## config.mk

```make
export PLATFORM = sky130hd
export DESIGN_NAME = register_file
export DESIGN_NICKNAME = d
export VERILOG_FILES = /design/src/rtl/register_file_pkg.sv /design/src/rtl/register_file_entry.sv /design/src/rtl/register_file.sv
export SDC_FILE = /design/constraint.sdc
export NUM_CORES = 1
export LEC_CHECK = 0
export ABC_AREA = 1
export BUFFER_PORTS_ARGS = -buffer_cell sky130_fd_sc_hd__buf_2
export CAP_MARGIN = 20
export CORE_ASPECT_RATIO = 0.7
export CORE_MARGIN = 10
export CORE_UTILIZATION = 55
export CTS_BUF_LIST = sky130_fd_sc_hd__clkbuf_8
export DETAILED_ROUTE_END_ITERATION = 12
export PLACE_DENSITY_LB_ADDON = 0.3
export REMOVE_ABC_BUFFERS = 1
export SETUP_SLACK_MARGIN = 0.15
export SKIP_CTS_REPAIR_TIMING = 1
export SLEW_MARGIN = 20
export SYNTH_ARGS = -nofsm -noshare
export SYNTH_HDL_FRONTEND = slang
export SYNTH_SLANG_ARGS = --single-unit
```

## constraint.sdc

```tcl
create_clock -name CLK -period 3 [get_ports CLK]
set_clock_uncertainty 0.2 [all_clocks]
set_input_delay 0.3 -clock CLK [delete_from_list [all_inputs] [get_ports CLK]]
set_output_delay 0.3 -clock CLK [all_outputs]
set_load 0.005 [all_outputs]
```

## src/rtl/register_file_pkg.sv

```systemverilog
// Shared types and defaults for the register_file block (optional bypass: REGFILE_BYPASS_EN).
package register_file_pkg;

    typedef enum logic [1:0] {
        WOP_LOAD  = 2'b00,
        WOP_INC   = 2'b01,
        WOP_DEC   = 2'b10,
        WOP_CLEAR = 2'b11
    } wop_t;

    localparam int DEF_WIDTH    = 8;
    localparam int DEF_NUM_REGS = 4;

endpackage

```

## src/rtl/register_file_entry.sv

```systemverilog
// One register_file word: storage, valid bit and the next-value / wrap logic for the write port.
module reg_entry
    import register_file_pkg::*;
#(
    parameter int WIDTH = DEF_WIDTH
) (
    input  logic             clk,
    input  logic             clr_n,
    input  logic             we,
    input  logic [1:0]       op,
    input  logic [WIDTH-1:0] d,
    output logic [WIDTH-1:0] q,
    output logic             valid,
    output logic [WIDTH-1:0] nxt_q,
    output logic             nxt_valid,
    output logic             wrap_nxt
);

    // Next value is computed every cycle so the top can also use it for same-cycle bypass.
    always_comb begin
        nxt_q     = q;
        nxt_valid = 1'b1;
        wrap_nxt  = 1'b0;
        case (wop_t'(op))
            WOP_LOAD:  nxt_q = d;
            WOP_INC: begin
                nxt_q    = q + WIDTH'(1);
                wrap_nxt = &q;
            end
            WOP_DEC: begin
                nxt_q    = q - WIDTH'(1);
                wrap_nxt = ~|q;
            end
            WOP_CLEAR: begin
                nxt_q     = '0;
                nxt_valid = 1'b0;
            end
            default: nxt_q = q;
        endcase
    end

    always_ff @(posedge clk) begin
        if (!clr_n) begin
            q     <= '0;
            valid <= 1'b0;
        end else if (we) begin
            q     <= nxt_q;
            valid <= nxt_valid;
        end
    end

endmodule

```

## src/rtl/register_file.sv

```systemverilog
// General-purpose register bank: one LOAD/INC/DEC/CLEAR write port, two async read ports, WRAP flag.
// Define REGFILE_BYPASS_EN to forward the in-flight write value to matching read ports.
module register_file
    import register_file_pkg::*;
#(
    parameter int WIDTH    = DEF_WIDTH,
    parameter int NUM_REGS = DEF_NUM_REGS,
    parameter int AW       = $clog2(NUM_REGS)
) (
    input  logic             CLK,
    input  logic             CLR_N,
    input  logic             CE,
    input  logic [1:0]       WOP,
    input  logic [AW-1:0]    WADDR,
    input  logic [WIDTH-1:0] D,
    input  logic [AW-1:0]    RADDR_A,
    input  logic [AW-1:0]    RADDR_B,
    output logic [WIDTH-1:0] QA,
    output logic [WIDTH-1:0] QB,
    output logic             QA_VALID,
    output logic             QB_VALID,
    output logic             WRAP
);

    logic [NUM_REGS-1:0][WIDTH-1:0] q_all;
    logic [NUM_REGS-1:0][WIDTH-1:0] nq_all;
    logic [NUM_REGS-1:0]            v_all;
    logic [NUM_REGS-1:0]            nv_all;
    logic [NUM_REGS-1:0]            wrap_all;
    logic                           wrap_q;
    wop_t                           op;

    assign op = wop_t'(WOP);

    for (genvar i = 0; i < NUM_REGS; i++) begin : g_ent
        reg_entry #(.WIDTH(WIDTH)) u_ent (
            .clk       (CLK),
            .clr_n     (CLR_N),
            .we        (CE && (WADDR == AW'(i))),
            .op        (WOP),
            .d         (D),
            .q         (q_all[i]),
            .valid     (v_all[i]),
            .nxt_q     (nq_all[i]),
            .nxt_valid (nv_all[i]),
            .wrap_nxt  (wrap_all[i])
        );
    end

    // WRAP only moves on INC/DEC; LOAD and CLEAR leave it alone.
    always_ff @(posedge CLK) begin
        if (!CLR_N)
            wrap_q <= 1'b0;
        else if (CE && (op == WOP_INC || op == WOP_DEC))
            wrap_q <= wrap_all[WADDR];
    end

    assign WRAP = wrap_q;

`ifdef REGFILE_BYPASS_EN
    logic byp_a, byp_b;

    assign byp_a    = CE && CLR_N && (RADDR_A == WADDR);
    assign byp_b    = CE && CLR_N && (RADDR_B == WADDR);
    assign QA       = byp_a ? nq_all[WADDR] : q_all[RADDR_A];
    assign QB       = byp_b ? nq_all[WADDR] : q_all[RADDR_B];
    assign QA_VALID = byp_a ? nv_all[WADDR] : v_all[RADDR_A];
    assign QB_VALID = byp_b ? nv_all[WADDR] : v_all[RADDR_B];
`else
    logic unused_bypass;

    assign QA       = q_all[RADDR_A];
    assign QB       = q_all[RADDR_B];
    assign QA_VALID = v_all[RADDR_A];
    assign QB_VALID = v_all[RADDR_B];
    assign unused_bypass = ^{nq_all, nv_all};
`endif

endmodule

```

# Word-level counts from Yosys, hierarchy flattened

Index checks and enable logic that the tools add are counted.

Register bits: 37
Latch bits: 0
Memory bits (writable): 0
Bits in read-only memories: 0
Input port bits: 19
Output and inout bits: 19
Word-level logic and storage cells: 65
Memories: 0

$add $sub $neg: 8
Multiply operators: 0
Div/mod/pow operators: 0
Magnitude comparators: 3
Equal/unequal tests: 6
Shift-type cells: 0
Muxes and demuxes: 19
Bitwise logic cells: 0
Reduce and logical (&&, ||, !) cells: 20

Operators by type and width:

| operator            | number |
|---|---|
| $pmux 8 s4          | 4 |
| $add 8x1->8 const B | 4 |
| $bmux 8 s2          | 2 |
| $reduce_and 8->1    | 4 |
| $reduce_or 8->1     | 4 |
| $sub 8x1->8 const B | 4 |
| $mux 8              | 2 |
| $lt 2x3->1 const B  | 3 |
| $eq 2x2->1 const B  | 4 |
| $pmux 1 s2          | 4 |
| $bmux 1 s2          | 3 |
| $logic_and 1x1->1   | 5 |
| $eq 2x1->1 const B  | 2 |
| $logic_not 1->1     | 4 |
| $logic_not 2->1     | 2 |
| $mux 1              | 4 |
| $logic_or 1x1->1    | 1 |

# Logic depth before layout (Yosys ltp)

Depth in word-level cells: 5
Gate-level depth with buffers: 14
Depth with buffers taken out: 13

# By module

From an unflattened synthesis, not the netlist that was laid out.

Cells, all modules: 787
Area, all modules: 4845.9 um2

By module, submodules not included:

| module        | instances | cells each | area each (um2) | sequential area each (um2) |
|---|---|---|---|---|
| reg_entry     | 4         | 165        | 1022.2          | 180.2 |
| register_file | 1         | 127        | 757.0           | 20.0 |

# Worst setup path after synthesis

OpenSTA, ideal clock, no wires.

Kind: input-to-reg
Start: input port WOP[0]
End: register g_ent[2].u_ent.q[4]
Setup time: 0.119 ns
Arrival time: 1.933 ns
Required time: 2.681 ns
Setup slack: 0.748 ns
Cell stages on the path: 13
Buffers on the path: 1
Cell sequence: inv_1 ha_1 buf_6 nand2_1 inv_1 nor2_2 ha_1 a21o_1 nand2_1 o21bai_1 or2_2 nand3_1 a21oi_1

Cells in the longest elaborated chain, start to end: 2
Elaborated cells between the ends (all ways): 5
Classes of those cells: 3 x eq/ne; 1 x mux; 1 x reduce/logical

RTL lines:

| item                               | line                      | text |
|---|---|---|
| from (decl)                        | register_file.sv:13       | `input logic [1:0] WOP,` |
| $eq 2x2->1 (tied with other cells) | register_file_entry.sv:24 | `case (wop_t'(op))` |
| $pmux 8 s4 (*)                     | register_file_entry.sv:24 |  |
| to (signal assigned)               | register_file_entry.sv:47 | `q <= nxt_q;` |
| to (decl)                          | register_file_entry.sv:12 | `output logic [WIDTH-1:0] q,` |

Mark *: on every way between the ends. The rest lies on a longest branch, timed or not.
A chain may end at the register's enable or synchronous reset.

# Final worst setup path

Start: input port WOP[0]
End: register g_ent[0].u_ent.q[4]

Cells in the longest elaborated chain, start to end: 2
Elaborated cells between the ends (all ways): 5
Classes of those cells: 3 x eq/ne; 1 x mux; 1 x reduce/logical

RTL lines:

| item                               | line |
|---|---|
| $eq 2x2->1 (tied with other cells) | register_file_entry.sv:24 |
| $pmux 8 s4 (*)                     | register_file_entry.sv:24 |
| to (signal assigned)               | register_file_entry.sv:47 |
| to (decl)                          | register_file_entry.sv:12 |

Marks and branches as above.

==> flow_summary.ini <==
[synth]
yosysWarnings = 0
netlist_area_um2 = 3716
syn_avg_cell_area_um2 = 5.761
ys.flop_type = dfxtp_1
ys_ff_latch = 37
seq_area_frac_synth_pct = 19.93
synth-edff-count = 0
synth_cells = 645
async_reset_ff_share_pct = 0
yosysUniqueCellTypes = 33

[worst_setup_path]
end_kind = flip-flop
startpoint_type = input pin
critPathMaxFanout = 38
slowest_stage = inv_2
worst_path_largest_cell_delay_ns = 0.26
worstPathRequired_ns = 3.03
r2r_cells = 10
crit_arrival_ns = 2.17
critPathMostFrequentCell = nand2_1
cp_cell_sequence = buf_2 > inv_1 > ha_1 > buf_12 > inv_2 > nand2_1 > nand2_1 > ha_1 > o21bai_2 > nand2_1 > o21ai_2 > inv_2 > nand2_1 > nand3_1 > a21oi_1
crit_type = input pin to flip-flop

[clocking]
cts_tree = yes
cts.sinks = 37
cts.reportedPaths.clkPinSlew_ns = 0.08
clockRootBuffer = clkbuf_8
clockBufferDepth = 2
htree_levels = 2
clk_latency_ns = 0.30
cts_buffers = 5

[global_routing]
track_usage_pct = 24.01
grt_first_pass_wirelength_um = 20730
gr-usage-met2_pct = 36.56
use_met1_pct = 31.91
grt_max_degree = 39
grt_pass1_vias = 4213
use_met3_pct = 6.616
busiest_layer = met2
antenna_found_initial = 0
grt_overflow = 0

[drt]
vias = 4592
drtAntennaViolNets = 0
postRouteWirelength_um = 12720
first_pass_iters = 6
drcViolationCount = 0
via_per_inst = 6.074
drt_iter0_markers = 736
post_drt_wl_per_cell_um = 16.83

[placement]
place.port_buffers = 37
dp.cells = 749
dp_hpwl_um = 9469
gp_congestion = 0.9758

[floorplanning]
coreArea_um2 = 6396
dieWidth_um = 118.2
dieArea_um2 = 10500
io_pins = 38
start_util_pct = 58.10
die_h_um = 88.77
rows = 24

[timing]
finalCritPeriodShare_pct = 71.34
tightest_slew_ns = 0.6475
max_freq_ghz = 0.4672
max_slew_margin_pct = 56.83
slew_violations = 0
period_needed_ns = 2.140
rsz0062_at_grt = no
tns_ns = 0
setup_violations = 0
report.final.hold_viol_count = 0

[flow_run]
maxCapViolations = 0

[power_and_ir_drop]
worst_ir_drop_vdd_mv = 0.2615
cellPowerDensity_nw_per_um2 = 339.4
leakage_nw = 1.991

[min_path]
hold_class = input pin to flip-flop
holdPathStages = 3

[final_layout]
fin_nets = 701
fin_cells = 756
syn_to_final_growth_pct = 7.542
diodes = 0
drive_above_1_share_pct = 12.78
nFillCells = 649

[status]
run_status = completed
## path summary, 6_finish.rpt
| check | start | end | slack, ns |
|---|---|---|---|
| setup / recovery | WOP[0] | g_ent[0].u_ent.q[4] | 0.86 |
| hold / removal | D[3] | g_ent[1].u_ent.q[3] | 0.23 |
| setup reg to reg | g_ent[0].u_ent.q[1] | g_ent[0].u_ent.q[6] | 1.06 |
| hold reg to reg | WRAP | WRAP | 0.34 |
## routing by layer
metal	share of wire, %	vias up
met5	0	-
met4	2.9	0
met3	15	39
met2	40	323
met1	42	2056
li1	-	2174
## layout by cell type, fill, tap and decap left out
master | Yosys | routed
or2_1 | 1 | 1
o21bai_1 | 5 | 5
buf_4 | 2 | 5
nand3_1 | 42 | 42
o22ai_1 | 12 | 12
nand2_4 | 2 | 2
o21bai_2 | 1 | 1
buf_2 | 8 | 37
ha_1 | 17 | 17
a21oi_2 | 3 | 3
inv_1 | 72 | 73
a31oi_1 | 10 | 10
nand2_1 | 131 | 131
o21ai_1 | 4 | 4
o21ai_2 | 1 | 1
or2_2 | 1 | 1
clkbuf_8 | 0 | 6
xor2_1 | 4 | 4
nand2_2 | 8 | 8
a21oi_1 | 58 | 58
nor2_2 | 4 | 4
dfxtp_1 | 37 | 37
inv_2 | 10 | 10
a31o_2 | 1 | 1
nor2_1 | 80 | 80
nand3_2 | 5 | 5
buf_12 | 1 | 1
o21ai_0 | 80 | 80
nor3_1 | 10 | 10
a21o_1 | 3 | 3
nand4_1 | 13 | 13
## cell type report
class / count / area, um2 / area share [%]
Clock buffer: 6 / 82.58 / 2.066
Timing Repair Buffer: 43 / 242.7 / 6.074
Sequential cell: 37 / 740.7 / 18.53
Tap cell: 91 / 113.9 / 2.849
Multi-Input combinational cell: 496 / 2505 / 62.68
Clock inverter: 1 / 3.754 / 0.09393
Inverter: 82 / 307.8 / 7.702
## registers in the layout, summed over array words and instances, names as in the netlist
name	cells
g_ent.u_ent.q	32
g_ent.u_ent.valid	4
WRAP	1
## cells in the mapped netlist (4+ instances only)
cell type  instances  area (um2)
ha_1              17       212.7
nand3_1           42       210.2
dfxtp_1           37       740.7
a21oi_1           58       290.3
inv_1             72       270.3
nor3_1            10       50.05
o21ai_0           80       400.4
o21ai_1            4       20.02
nand2_1          131       491.7
o21bai_1           5       37.54
nor2_1            80       300.3
nor2_2             4       25.02
nand3_2            5       50.05
o22ai_1           12       75.07
nand4_1           13       81.33
inv_2             10       37.54
xor2_1             4       35.03
buf_2              8       40.04
a31oi_1           10       62.56
clkbuf_1          16       60.06
nand2_2            8       50.05
## critical path, delay by kind of cell
family	cells	cell delay [ns]
buffers and inverters	5	0.67
AOI/OAI and AO/OA	3	0.42
and+or+nand+nor	5	0.40
adders and majority gates	2	0.38
## through the flow
step                hold WS (ns)  util, %  worst slack [ns]  cell area (um2)  power, mW
floorplan                 0.2383        -            0.1816             3553     0.8255
finish                    0.2344    62.48            0.8597             3996      1.356
detailed placement        0.3104    61.13            0.5532             3910     0.9802
CTS                       0.2252    62.48            0.8678             3996      1.338
global route              0.2206    62.48            0.6552             3996      1.429
global placement          0.3259    61.13            0.6726             3910     0.9655
## cell families after synthesis
| kind of cell | synth area share, % |
|---|---|
| xor gates and xnor gates | 0.9427 |
| adders and majority gates | 5.724 |
| AOI/OAI and AO/OA | 25.93 |
| and+or+nand+nor | 34.82 |
| buffers and inverters | 12.66 |
| DFF | 19.93 |
## where the power goes
group          internal, mW  leakage (nW)  total, mW  switching, mW
logic                 0.143          1.64      0.420          0.277
clock network         0.179        0.0485      0.369          0.190
registers             0.517         0.303      0.567         0.0497
No activity file was read; power rests on OpenSTA's default activity.
